### src/rtl/clken_pkg.sv
// Shared types and constants for the clock-enable generator.
// Optional build macro used elsewhere in this slice: CLKEN_PHASE_EN.
package clken_pkg;

    // Divisor write port sequencing.
    typedef enum logic {
        IDLE      = 1'b0,
        WAIT_WRAP = 1'b1
    } cfg_state_e;

    // Default counter width: wide enough for a 1 Hz tick at 50 MHz.
    localparam int DIV_W_DEF = 27;

    // Divisors for the legacy fixed rates at the 50 MHz system clock.
    localparam int DIV_12M5  = 4;
    localparam int DIV_1HZ   = 50_000_000;

endpackage

### src/rtl/clken_gen_if.sv
// Divisor write port: valid/ready handshake carrying target channel and divisor.
interface clken_gen_if #(
    parameter int NCH   = 2,
    parameter int DIV_W = 27
);
    localparam int CH_W = (NCH > 1) ? $clog2(NCH) : 1;

    logic             cfg_valid;
    logic             cfg_ready;
    logic [CH_W-1:0]  cfg_ch;
    logic [DIV_W-1:0] cfg_div;

    modport master (
        output cfg_valid,
        output cfg_ch,
        output cfg_div,
        input  cfg_ready
    );

    modport slave (
        input  cfg_valid,
        input  cfg_ch,
        input  cfg_div,
        output cfg_ready
    );
endinterface

### src/rtl/clken_channel.sv
// One enable channel: up-counter, divisor register, wrap compare and pulse register.
// Priority inside a cycle: sync > step (paused) > counting; a load from the
// config FSM overrides the counter and divisor in whatever cycle it arrives.
module clken_channel #(
    parameter int               DIV_W   = 27,
    parameter logic [DIV_W-1:0] DEF_DIV = DIV_W'(4),
    parameter logic [DIV_W-1:0] PHASE   = '0
) (
    input  logic             clk,
    input  logic             rst,
    input  logic             run_i,
    input  logic             step_i,
    input  logic             sync_i,
    input  logic             load_i,
    input  logic [DIV_W-1:0] load_div_i,
    output logic             wrap_o,
    output logic             clk_en_o
);

    // A divisor of zero behaves like one (enable permanently high).
    function automatic logic [DIV_W-1:0] eff_div(input logic [DIV_W-1:0] d);
        return (d == '0) ? DIV_W'(1) : d;
    endfunction

    // Restart value; a phase that would never be reached falls back to zero.
    function automatic logic [DIV_W-1:0] start_cnt(input logic [DIV_W-1:0] d);
        return (PHASE >= eff_div(d)) ? '0 : PHASE;
    endfunction

    logic [DIV_W-1:0] cnt_q, cnt_d;
    logic [DIV_W-1:0] div_q, div_d;
    logic             en_q, en_d;

    assign wrap_o   = run_i && !sync_i && (cnt_q == eff_div(div_q) - DIV_W'(1));
    assign clk_en_o = en_q;

    // Next counter, divisor and pulse value.
    always_comb begin
        cnt_d = cnt_q;
        div_d = div_q;
        en_d  = 1'b0;
        if (sync_i) begin
            cnt_d = start_cnt(div_q);
        end else if (!run_i) begin
            en_d = step_i;
        end else if (wrap_o) begin
            cnt_d = '0;
            en_d  = 1'b1;
        end else begin
            cnt_d = cnt_q + DIV_W'(1);
        end
        if (load_i) begin
            div_d = load_div_i;
            cnt_d = start_cnt(load_div_i);
        end
    end

    // Channel state registers.
    always_ff @(posedge clk or posedge rst) begin
        if (rst) begin
            cnt_q <= start_cnt(DEF_DIV);
            div_q <= DEF_DIV;
            en_q  <= 1'b0;
        end else begin
            cnt_q <= cnt_d;
            div_q <= div_d;
            en_q  <= en_d;
        end
    end

endmodule

### src/rtl/clken_gen.sv
// Multi-channel clock-enable generator with glitch-free runtime divisor reload.
// Build macro CLKEN_PHASE_EN adds the PHASE parameter (per-channel restart offset).
// A new divisor is held in a shadow register and applied only when the target
// channel wraps, the block is paused, or a sync occurs, so no short pulses appear.
module clken_gen
    import clken_pkg::*;
#(
    parameter int                   NCH     = 2,
    parameter int                   DIV_W   = DIV_W_DEF,
    parameter logic [NCH*DIV_W-1:0] DEF_DIV = {27'(DIV_1HZ), 27'(DIV_12M5)}
`ifdef CLKEN_PHASE_EN
    ,
    parameter logic [NCH*DIV_W-1:0] PHASE   = '0
`endif
) (
    input  logic           clk,
    input  logic           rst,
    input  logic           run_i,
    input  logic           step_i,
    input  logic           sync_i,
    clken_gen_if.slave     cfg,
    output logic [NCH-1:0] clk_en_o
);

    localparam int CH_W = (NCH > 1) ? $clog2(NCH) : 1;

`ifdef CLKEN_PHASE_EN
    localparam logic [NCH*DIV_W-1:0] PHASE_L = PHASE;
`else
    localparam logic [NCH*DIV_W-1:0] PHASE_L = '0;
`endif

    cfg_state_e       state_q, state_d;
    logic [CH_W-1:0]  sh_ch_q, sh_ch_d;
    logic [DIV_W-1:0] sh_div_q, sh_div_d;
    logic             ready;
    logic             apply;
    logic             target_wrap;
    logic [NCH-1:0]   wrap_vec;
    logic [NCH-1:0]   apply_vec;

    for (genvar i = 0; i < NCH; i++) begin : g_ch
        assign apply_vec[i] = apply && (32'(sh_ch_q) == i);

        clken_channel #(
            .DIV_W   (DIV_W),
            .DEF_DIV (DEF_DIV[i*DIV_W +: DIV_W]),
            .PHASE   (PHASE_L[i*DIV_W +: DIV_W])
        ) u_ch (
            .clk        (clk),
            .rst        (rst),
            .run_i      (run_i),
            .step_i     (step_i),
            .sync_i     (sync_i),
            .load_i     (apply_vec[i]),
            .load_div_i (sh_div_q),
            .wrap_o     (wrap_vec[i]),
            .clk_en_o   (clk_en_o[i])
        );
    end

    assign cfg.cfg_ready = ready;

    // Wrap indication of the channel held in the shadow register.
    always_comb begin
        target_wrap = 1'b0;
        for (int i = 0; i < NCH; i++) begin
            if (32'(sh_ch_q) == i) begin
                target_wrap = wrap_vec[i];
            end
        end
    end

    // Config FSM: accept into shadow, then wait for a safe point to apply.
    always_comb begin
        state_d  = state_q;
        sh_ch_d  = sh_ch_q;
        sh_div_d = sh_div_q;
        ready    = 1'b0;
        apply    = 1'b0;
        case (state_q)
            IDLE: begin
                ready = 1'b1;
                if (cfg.cfg_valid && (32'(cfg.cfg_ch) < NCH)) begin
                    sh_ch_d  = cfg.cfg_ch;
                    sh_div_d = cfg.cfg_div;
                    state_d  = WAIT_WRAP;
                end
            end
            WAIT_WRAP: begin
                if (target_wrap || !run_i || sync_i) begin
                    apply   = 1'b1;
                    state_d = IDLE;
                end
            end
            default: state_d = IDLE;
        endcase
    end

    // Config FSM state and shadow registers.
    always_ff @(posedge clk or posedge rst) begin
        if (rst) begin
            state_q  <= IDLE;
            sh_ch_q  <= '0;
            sh_div_q <= '0;
        end else begin
            state_q  <= state_d;
            sh_ch_q  <= sh_ch_d;
            sh_div_q <= sh_div_d;
        end
    end

endmodule

### src/flat_wrapper.sv
// flat-port wrapper written by rule: the top's interface ports become plain ports
module clken_gen_flat import clken_pkg::*;
#(
    parameter int                   NCH     = 2,
    parameter int                   DIV_W   = DIV_W_DEF,
    parameter logic [NCH*DIV_W-1:0] DEF_DIV = {27'(DIV_1HZ), 27'(DIV_12M5)}

)
  (clk, rst, run_i, step_i, sync_i, clk_en_o, cfg_cfg_valid, cfg_cfg_ch, cfg_cfg_div, cfg_cfg_ready);
  clken_gen_if #(.NCH(NCH), .DIV_W(DIV_W)) cfg_i ();
  input  logic clk;
  input  logic rst;
  input  logic run_i;
  input  logic step_i;
  input  logic sync_i;
  output logic [NCH-1:0] clk_en_o;
  input wire logic [$bits(cfg_i.cfg_valid)-1:0] cfg_cfg_valid;
  input wire logic [$bits(cfg_i.cfg_ch)-1:0] cfg_cfg_ch;
  input wire logic [$bits(cfg_i.cfg_div)-1:0] cfg_cfg_div;
  output wire logic [$bits(cfg_i.cfg_ready)-1:0] cfg_cfg_ready;
  assign cfg_i.cfg_valid = cfg_cfg_valid;
  assign cfg_i.cfg_ch = cfg_cfg_ch;
  assign cfg_i.cfg_div = cfg_cfg_div;
  assign cfg_cfg_ready = cfg_i.cfg_ready;
  clken_gen #(.NCH(NCH), .DIV_W(DIV_W), .DEF_DIV(DEF_DIV)) u_core (.clk(clk), .rst(rst), .run_i(run_i), .step_i(step_i), .sync_i(sync_i), .cfg(cfg_i), .clk_en_o(clk_en_o));
endmodule
### config.mk
export PLATFORM = sky130hd
export DESIGN_NAME = clken_gen_flat
export DESIGN_NICKNAME = d
export VERILOG_FILES = /design/src/rtl/clken_pkg.sv /design/src/rtl/clken_gen_if.sv /design/src/rtl/clken_channel.sv /design/src/rtl/clken_gen.sv /design/src/flat_wrapper.sv
export SDC_FILE = /design/constraint.sdc
export NUM_CORES = 1
export LEC_CHECK = 0
export BUFFER_PORTS_ARGS = -buffer_cell sky130_fd_sc_hd__buf_4
export CAP_MARGIN = 20
export CORE_MARGIN = 2
export CORE_UTILIZATION = 45
export DETAILED_ROUTE_END_ITERATION = 8
export PLACE_DENSITY = 0.58
export SYNTH_ARGS = -nofsm -noshare
export SYNTH_HDL_FRONTEND = slang
export SYNTH_SLANG_ARGS = --single-unit
### constraint.sdc
create_clock -name clk -period 5.25 [get_ports clk]
set_clock_uncertainty 0.05 [all_clocks]
set_input_delay 0.525 -clock clk [delete_from_list [all_inputs] [get_ports clk]]
set_output_delay 0.525 -clock clk [all_outputs]
set_load 0.05 [all_outputs]
==> results.py, run 1 <==
metrics = {
    "status": {
        "status": "completed",
    },
    "timing": {
        "slew_headroom_pct": 40.4,
        "min_period_over_period_pct": 92.4,
        "setup_viol": 0,
        "rsz0062_at_grt": "false",
        "finalHoldViolCount": 0,
        "worst_pin_slew_ns": 0.895,
        "max_freq_mhz": 206,
        "min_period_ns": 4.85,
        "maxSlewViolCount": 0,
        "finalSetupTns_ns": 0,
    },
    "synthesis": {
        "synth_edf_count": 0,
        "synth_nets": 895,
        "synth.distinct_cells": 75,
        "ys_seq_area_share_pct": 41.5,
        "syn_area_um2": 8430,
        "yosysWarnings": 0,
        "synth_top_flop_cell": "dfrtp_1",
        "netlist_instances": 857,
        "async_flop_share_pct": 100,
        "synth_area_per_cell_um2": 9.84,
        "ys_seq_elements": 139,
    },
    "floorplan": {
        "pin_count": 37,
        "die_area_um2": 19800,
        "start_util_pct": 45.5,
        "die_y_um": 141,
        "coreArea_um2": 18500,
        "rows": 50,
        "die_w_um": 141,
    },
    "place": {
        "port_buffers": 36,
        "dpl.hpwl_mm": 16.2,
        "place_congestion": 0.855,
    },
    "clock_network": {
        "htreeDepth": 4,
        "clockBufferDepth": 2,
        "numCtsBuffers": 17,
        "clkSinkCount": 139,
        "clk_latency_ns": 0.42,
        "cts_tree": "done",
        "clock-root-buffer": "clkbuf_16",
        "cts_hold_buffers": 0,
        "cts_resized": 0,
        "path_clk_slew_ns": 0.07,
        "postCtsSetupRepairBufs": 0,
    },
    "detailed_routing": {
        "wirelength_mm": 22.0,
        "wl_per_cell_um": 19.5,
        "drc_errors": 0,
        "dr.pass1.iters": 5,
        "drtAntennaViolNets": 0,
        "vias": 6833,
        "routed_via_density": 6.05,
        "drt_iter0_markers": 449,
    },
    "final_layout": {
        "antenna-diode-count": 0,
        "areaGrowthSynthToFinish_pct": 12.5,
        "utilization_pct": 51.2,
        "drive_gt1_share_pct": 21.8,
        "final_nets": 921,
    },
    "setup_path": {
        "crit_path_max_incr_delay_ns": 0.66,
        "reg2reg_depth": 13,
        "start_kind": "flip-flop",
        "end_kind": "flip-flop",
        "critPathRequiredTime_ns": 5.50,
        "path_class": "flip-flop to flip-flop",
        "crit_slowest_cell": "nor4_1",
        "critPathMaxFanout": 27,
        "r2r-end": "u_core.g_ch[1].u_ch.div_q[26]",
        "cp_num_buf_inv": 0,
        "rrSetupSlack_ns": 0.40,
        "worstPathCellList": "nor4_1, and4_1, a21oi_1, ha_1, xnor2_1, o2bb2ai_1, a221o_1, a2111oi_1, nand4b_1, nor4b_2, a21oi_2, nor2_8, mux2_2",
        "worstReg2RegStart": "u_core.g_ch[1].u_ch.div_q[4]",
        "crit_family": "simple AND/OR/NAND/NOR gates",
        "worstPathArrival_ns": 5.10,
    },
    "flow_run": {
        "drv_cap": 0,
    },
    "power": {
        "p_per_area_nw_per_um2": 447,
        "leakagePower_uw": 0.00390,
        "ir_drop_v": 0.000278,
    },
    "global_routing": {
        "grt_pass1_wl_mm": 36.3,
        "track_usage_pct": 23.0,
        "grt_max_degree": 99,
        "use_met1_pct": 30.5,
        "grt_use_met3_pct": 3.87,
        "grt_pass1_vias": 6698,
        "gr-total-overflow": 0,
        "grtUsageMet2_pct": 39.0,
        "busiest_layer": "met2",
        "antenna_found_initial": 0,
    },
    "hold_path": {
        "hp-class": "input pin to asynchronous set/reset pin",
    },
}
## layout by cell type, fill, tap and decap left out, drive strengths merged, types with 6 or more instances in the layout
cell	instances
mux2	83
xor2	27
nor3	29
dfstp	13
nor2b	12
nand3b	7
or3	11
inv	25
and3	19
a221o	8
nand3	41
o311ai	11
or4	13
mux2i	7
or2	9
nor4	17
dfrtp	126
a21o	11
nand2b	14
buf	52
o21ai	31
xnor2	31
nand4	19
nand2	73
clkbuf	20
o31ai	7
and2	6
a21oi	29
a22o	15
nor2	55
## per-stage QoR
stage / hold WS, ns / area, µm² / power (µW) / std cells / setup WS, ns
after floorplan: 0.433 / 8430 / 2670 / 857 / 0.772
after global placement: 0.460 / 8920 / 3030 / 1098 / 0.163
after detailed placement: 0.479 / 8920 / 3070 / 1098 / 0.131
after CTS: 0.267 / 9480 / 4250 / 1130 / 0.0900
after global routing: 0.265 / 9480 / 4490 / 1130 / 0.102
final: 0.235 / 9480 / 4240 / 1130 / 0.401
## per-layer routing
metal | part of all wire [%] | vias up
li1 | - | 3232
met1 | 46 | 3440
met2 | 50 | 135
met3 | 2.5 | 26
met4 | 1.6 | 0
met5 | 0 | -
## worst max-delay path by stage
stage | from | endpoint | slack [ns] | depth (start not counted)
4_1_cts | u_core.g_ch[1].u_ch.div_q[12] | u_core.g_ch[1].u_ch.div_q[26] | 0.09 | 14
3_5_place_dp | u_core.g_ch[1].u_ch.div_q[7] | u_core.g_ch[1].u_ch.div_q[5] | 0.13 | 14
5_1_grt | u_core.g_ch[1].u_ch.div_q[4] | u_core.g_ch[1].u_ch.div_q[5] | 0.10 | 13
6_report | u_core.g_ch[1].u_ch.div_q[4] | u_core.g_ch[1].u_ch.div_q[26] | 0.40 | 13
2_1_floorplan | u_core.g_ch[0].u_ch.div_q[0] | u_core.g_ch[0].u_ch.div_q[0] | 0.77 | 17
3_3_place_gp | u_core.g_ch[1].u_ch.div_q[12] | u_core.g_ch[1].u_ch.div_q[5] | 0.16 | 14
## final cells by class
cell class | instances | area, µm²
fillers | 1704 | 9040
multi-input cells | 653 | 4660
flip-flops and latches | 139 | 3490
clock buffers | 20 | 447
repair buffers | 52 | 390
well taps | 234 | 293
clock inverters | 12 | 111
inverters | 20 | 80.1
## cell usage after synthesis, types with 12 or more instances
| cell | n | area [µm²] |
|---|---|---|
| dfrtp_1 | 126 | 3150 |
| nand2_1 | 73 | 274 |
| mux2_2 | 56 | 631 |
| nor2_1 | 54 | 203 |
| nand3_1 | 41 | 205 |
| o21ai_0 | 31 | 155 |
| xnor2_1 | 31 | 272 |
| clkbuf_1 | 29 | 109 |
| nor3_1 | 29 | 145 |
| a21oi_1 | 28 | 140 |
| xor2_1 | 27 | 236 |
| inv_1 | 20 | 75.1 |
| mux2_4 | 20 | 300 |
| and3_1 | 19 | 119 |
| nand4_1 | 19 | 119 |
| nor4_1 | 17 | 106 |
| a22o_1 | 15 | 131 |
| nand2b_1 | 14 | 87.6 |
| dfstp_2 | 13 | 342 |
| nor2b_1 | 12 | 75.1 |
| or4_1 | 12 | 90.1 |
## worst register-to-register path: cells and delay by family, from the launching register on
kind | cells | cell delay, ns
fa+ha+maj | 1 | 0.26
flops | 1 | 0.48
mux | 1 | 0.40
xor+xnor | 1 | 0.14
simple gates | 5 | 2.11
compound gates | 5 | 1.29
## state kept, by name, indices dropped and copies added, names as in the netlist
signal,flops
u_core.g_ch.u_ch.clk_en_o,2
u_core.g_ch.u_ch.cnt_q,54
u_core.g_ch.u_ch.div_q,54
u_core.sh_ch_q,1
u_core.sh_div_q,27
u_core.state_q,1
## logic make-up (layout without fill, tap and decap cells)
logic type	count (synthesis)	in the layout	share of synthesized area, %
flip-flops	139	139	41.5
buffers and inverters	65	104	3.59
AO/OA/AOI/OAI	154	154	13.2
adder cells (fa/ha/maj)	4	4	0.594
XOR/XNOR	58	58	6.03
AND/OR/NAND/NOR	346	346	22.1
multiplexers	91	91	13.1
## report_power, final
part	internal, µW	switching [µW]	total (µW)
Combinational	661	588	1250
Clock	669	491	1160
Sequential	1380	444	1830
Total	2710	1520	4240
No activity file was read; power rests on OpenSTA's default activity.
==> run 2, diff against run 1 <==
--- a/config.mk
+++ b/config.mk
@@ -10,7 +10,9 @@
 export CORE_MARGIN = 2
 export CORE_UTILIZATION = 45
 export DETAILED_ROUTE_END_ITERATION = 8
+export GPL_TIMING_DRIVEN = 0
 export PLACE_DENSITY = 0.58
+export RECOVER_POWER = 100
 export SYNTH_ARGS = -nofsm -noshare
 export SYNTH_HDL_FRONTEND = slang
 export SYNTH_SLANG_ARGS = --single-unit
==> run 2 against run 1 <==
  * The run now ends with max-capacitance violations, max-slew violations left
  * Final area rose by 1.6%
  * Non-clock buffer count rose by 30
  * Routed wire length rose by 1.6%
  * Flip-flop and latch count did not move
  * Global-route usage rose by 0.13 points
  * Power rose by 2.5%
  * Worst setup slack got worse by 0.15 ns
  * Register-to-register slack got worse by 0.15 ns
  * Clock-buffer cell count fell by 3
  * Sequential share of layout area fell by 0.59 points
  * Critical path depth rose by 4
  * Combinational power barely moved
  * Critical path type unchanged
  * Critical endpoint is now u_core.g_ch[0].u_ch.div_q[18]
==> results.py, run 2 (same netlist as run 1, synthesis figures left out) <==
metrics = {
    "setup_path": {
        "worstPathArrival_ns": 5.26,
        "path_class": "flip-flop to flip-flop",
        "start_kind": "flip-flop",
        "crit_path_max_incr_delay_ns": 0.60,
        "critPathRequiredTime_ns": 5.51,
        "worstPathCellList": "or4_4, or4_1, buf_2, nor3_4, nor2_1, ha_1, nor3b_1, xnor2_1, or3b_2, a32oi_2, o211ai_1, nor3_2, a31oi_1, nand2b_1, buf_6, clkbuf_4, mux2_4",
        "end_kind": "flip-flop",
        "critPathMaxFanout": 10,
        "crit_slowest_cell": "or4_4",
    },
    "floorplan": {
        "pin_count": 37,
        "die_w_um": 141,
        "coreArea_um2": 18500,
        "die_area_um2": 19800,
        "die_y_um": 141,
        "rows": 50,
        "start_util_pct": 45.5,
    },
    "place": {
        "dpl.hpwl_mm": 16.5,
        "place_congestion": 0.919,
        "port_buffers": 34,
        "dp_cells": 1127,
        "dpl_cell_area_um2": 9010,
    },
    "final_layout": {
        "finalNonFillerCells": 1160,
        "final_cell_mix": "dfrtp_1 (126), nand2_1 (73), mux2_2 (56), nor2_1 (54), nand3_1 (41)",
        "utilization_pct": 52.0,
        "stdcell_area_um2": 9630,
        "top_regs": "u_core.g_ch.u_ch.cnt_q: 54 flops, u_core.g_ch.u_ch.div_q: 54 flops, u_core.sh_div_q: 27 flops",
        "regArea_um2": 3490,
        "drive_gt1_share_pct": 20.3,
        "multi_input_area_um2": 4670,
        "final_common_cell": "dfrtp_1",
        "final_nets": 951,
        "antenna-diode-count": 0,
        "areaGrowthSynthToFinish_pct": 14.3,
        "nFillCells": 1716,
    },
    "clock_network": {
        "htreeDepth": 4,
        "numCtsBuffers": 17,
        "cts_hold_buffers": 0,
        "clkSinkCount": 139,
        "clk_latency_ns": 0.43,
        "cts_tree": "done",
        "path_clk_slew_ns": 0.06,
        "clockBufferDepth": 2,
        "clock-root-buffer": "clkbuf_16",
    },
    "status": {
        "violations": "max-capacitance violations, max-slew violations",
        "status": "complete, but fails checks",
    },
    "detailed_routing": {
        "dr.pass1.iters": 5,
        "drt_iter0_markers": 542,
        "wl_per_cell_um": 19.3,
        "drtAntennaViolNets": 0,
        "drc_errors": 0,
        "wirelength_mm": 22.4,
        "vias": 6977,
        "routed_via_density": 6.01,
    },
    "timing": {
        "rsz0062_at_grt": "false",
        "finalHoldViolCount": 0,
        "min_period_over_period_pct": 95.2,
        "slew_headroom_pct": -58.7,
        "max_freq_mhz": 200,
        "maxSlewViolCount": 142,
        "min_period_ns": 5.00,
        "worst_pin_slew_ns": 2.38,
        "setup_viol": 0,
    },
    "power": {
        "clkPwrFrac_pct": 29.2,
        "p_sw_uw": 1570,
        "leakagePower_uw": 0.00391,
        "seq_power_share_pct": 42.2,
        "p_sw_share_pct": 36.2,
        "internal_power_uw": 2770,
        "p_per_area_nw_per_um2": 451,
        "comb_power_share_pct": 28.6,
        "ir_drop_v": 0.000243,
    },
    "global_routing": {
        "grt_use_met3_pct": 4.42,
        "use_met1_pct": 30.0,
        "track_usage_pct": 23.1,
        "grt_pass1_wl_mm": 36.3,
        "gr-total-overflow": 0,
        "antenna_found_initial": 0,
        "grtUsageMet2_pct": 39.3,
        "grt_pass1_vias": 6868,
        "busiest_layer": "met2",
        "grt_max_degree": 97,
    },
    "flow_run": {
        "drv_cap": 2,
    },
    "hold_path": {
        "hp-class": "input pin to flip-flop",
    },
}
[run 2: cell types whose count changed in the layout (fill, tap and decap cells not counted), sizes merged]
| cell | change |
|---|---|
| inv | -1 |
| buf | -10 |
| clkbuf | +37 |
| clkinvlp | +1 |
| bufinv | +2 |
| clkinv | +1 |
[run 2: stage by stage]
step	power (µW)	TNS, ns	hold WS, ns	setup slack [ns]
6_report	4340	0	0.278	0.253
5_1_grt	4570	0	0.265	0.0158
4_1_cts	4360	0	0.0641	0.124
3_5_place_dp	3070	-3.88	0.466	-0.156
3_3_place_gp	3020	-72.05	0.461	-0.587
2_1_floorplan	2670	0	0.433	0.772
[run 2: worst paths after layout]
check / start / end / slack [ns] / cells past startpoint
max reg2reg: u_core.g_ch[0].u_ch.div_q[17] / u_core.g_ch[0].u_ch.div_q[18] / 0.25 / 17
min: cfg_cfg_div[23] / u_core.sh_div_q[23] / 0.28 / 2
min reg2reg: u_core.sh_div_q[23] / u_core.sh_div_q[23] / 0.48 / 1
max: u_core.g_ch[0].u_ch.div_q[17] / u_core.g_ch[0].u_ch.div_q[18] / 0.25 / 17
max in group asynchronous: rst / u_core.g_ch[0].u_ch.div_q[8] / 1.58 / 3
min in group asynchronous: rst / u_core.sh_div_q[22] / 0.54 / 2
[run 2: critical path, delay by kind of cell (launching register included)]
| kind | cells | cell delay, ns |
|---|---|---|
| buffers and inverters | 3 | 0.61 |
| XOR/XNOR | 1 | 0.14 |
| AND/OR/NAND/NOR | 8 | 2.52 |
| AO/OA/AOI/OAI | 3 | 0.56 |
| multiplexers | 1 | 0.32 |
| adder cells (fa/ha/maj) | 1 | 0.23 |
| flip-flops | 1 | 0.47 |
[run 2: cell type report]
class	instances	share of cell area, %
multi-input combinational	653	48.5
sequential	139	36.3
clock buffer	17	4.42
tap	234	3.04
timing repair buffer	37	2.71
buffer	45	2.32
clock inverter	15	1.96
inverter	20	0.792
[run 2: what timing repair did]
action / in CTS / in global routing
setup buffers: 0 / 0
resized for setup: 3 / 9
setup endpoints to repair: 70 / 95
[run 2: metal layers]
layer / wire (µm) / up-vias
li1: - / 3280
met3: 876 / 39
met2: 11100 / 189
met4: 361 / 0
met1: 10000 / 3469
met5: 0 / -
[run 2: power groups by stage]
| stage | clock network [µW] | registers (µW) | logic [µW] |
|---|---|---|---|
| 2_1_floorplan | 0 | 1650 | 1020 |
| 3_3_place_gp | 0 | 1820 | 1200 |
| 3_5_place_dp | 0 | 1830 | 1240 |
| 4_1_cts | 1290 | 1810 | 1250 |
| 5_1_grt | 1340 | 1880 | 1350 |
| 6_report | 1270 | 1830 | 1240 |
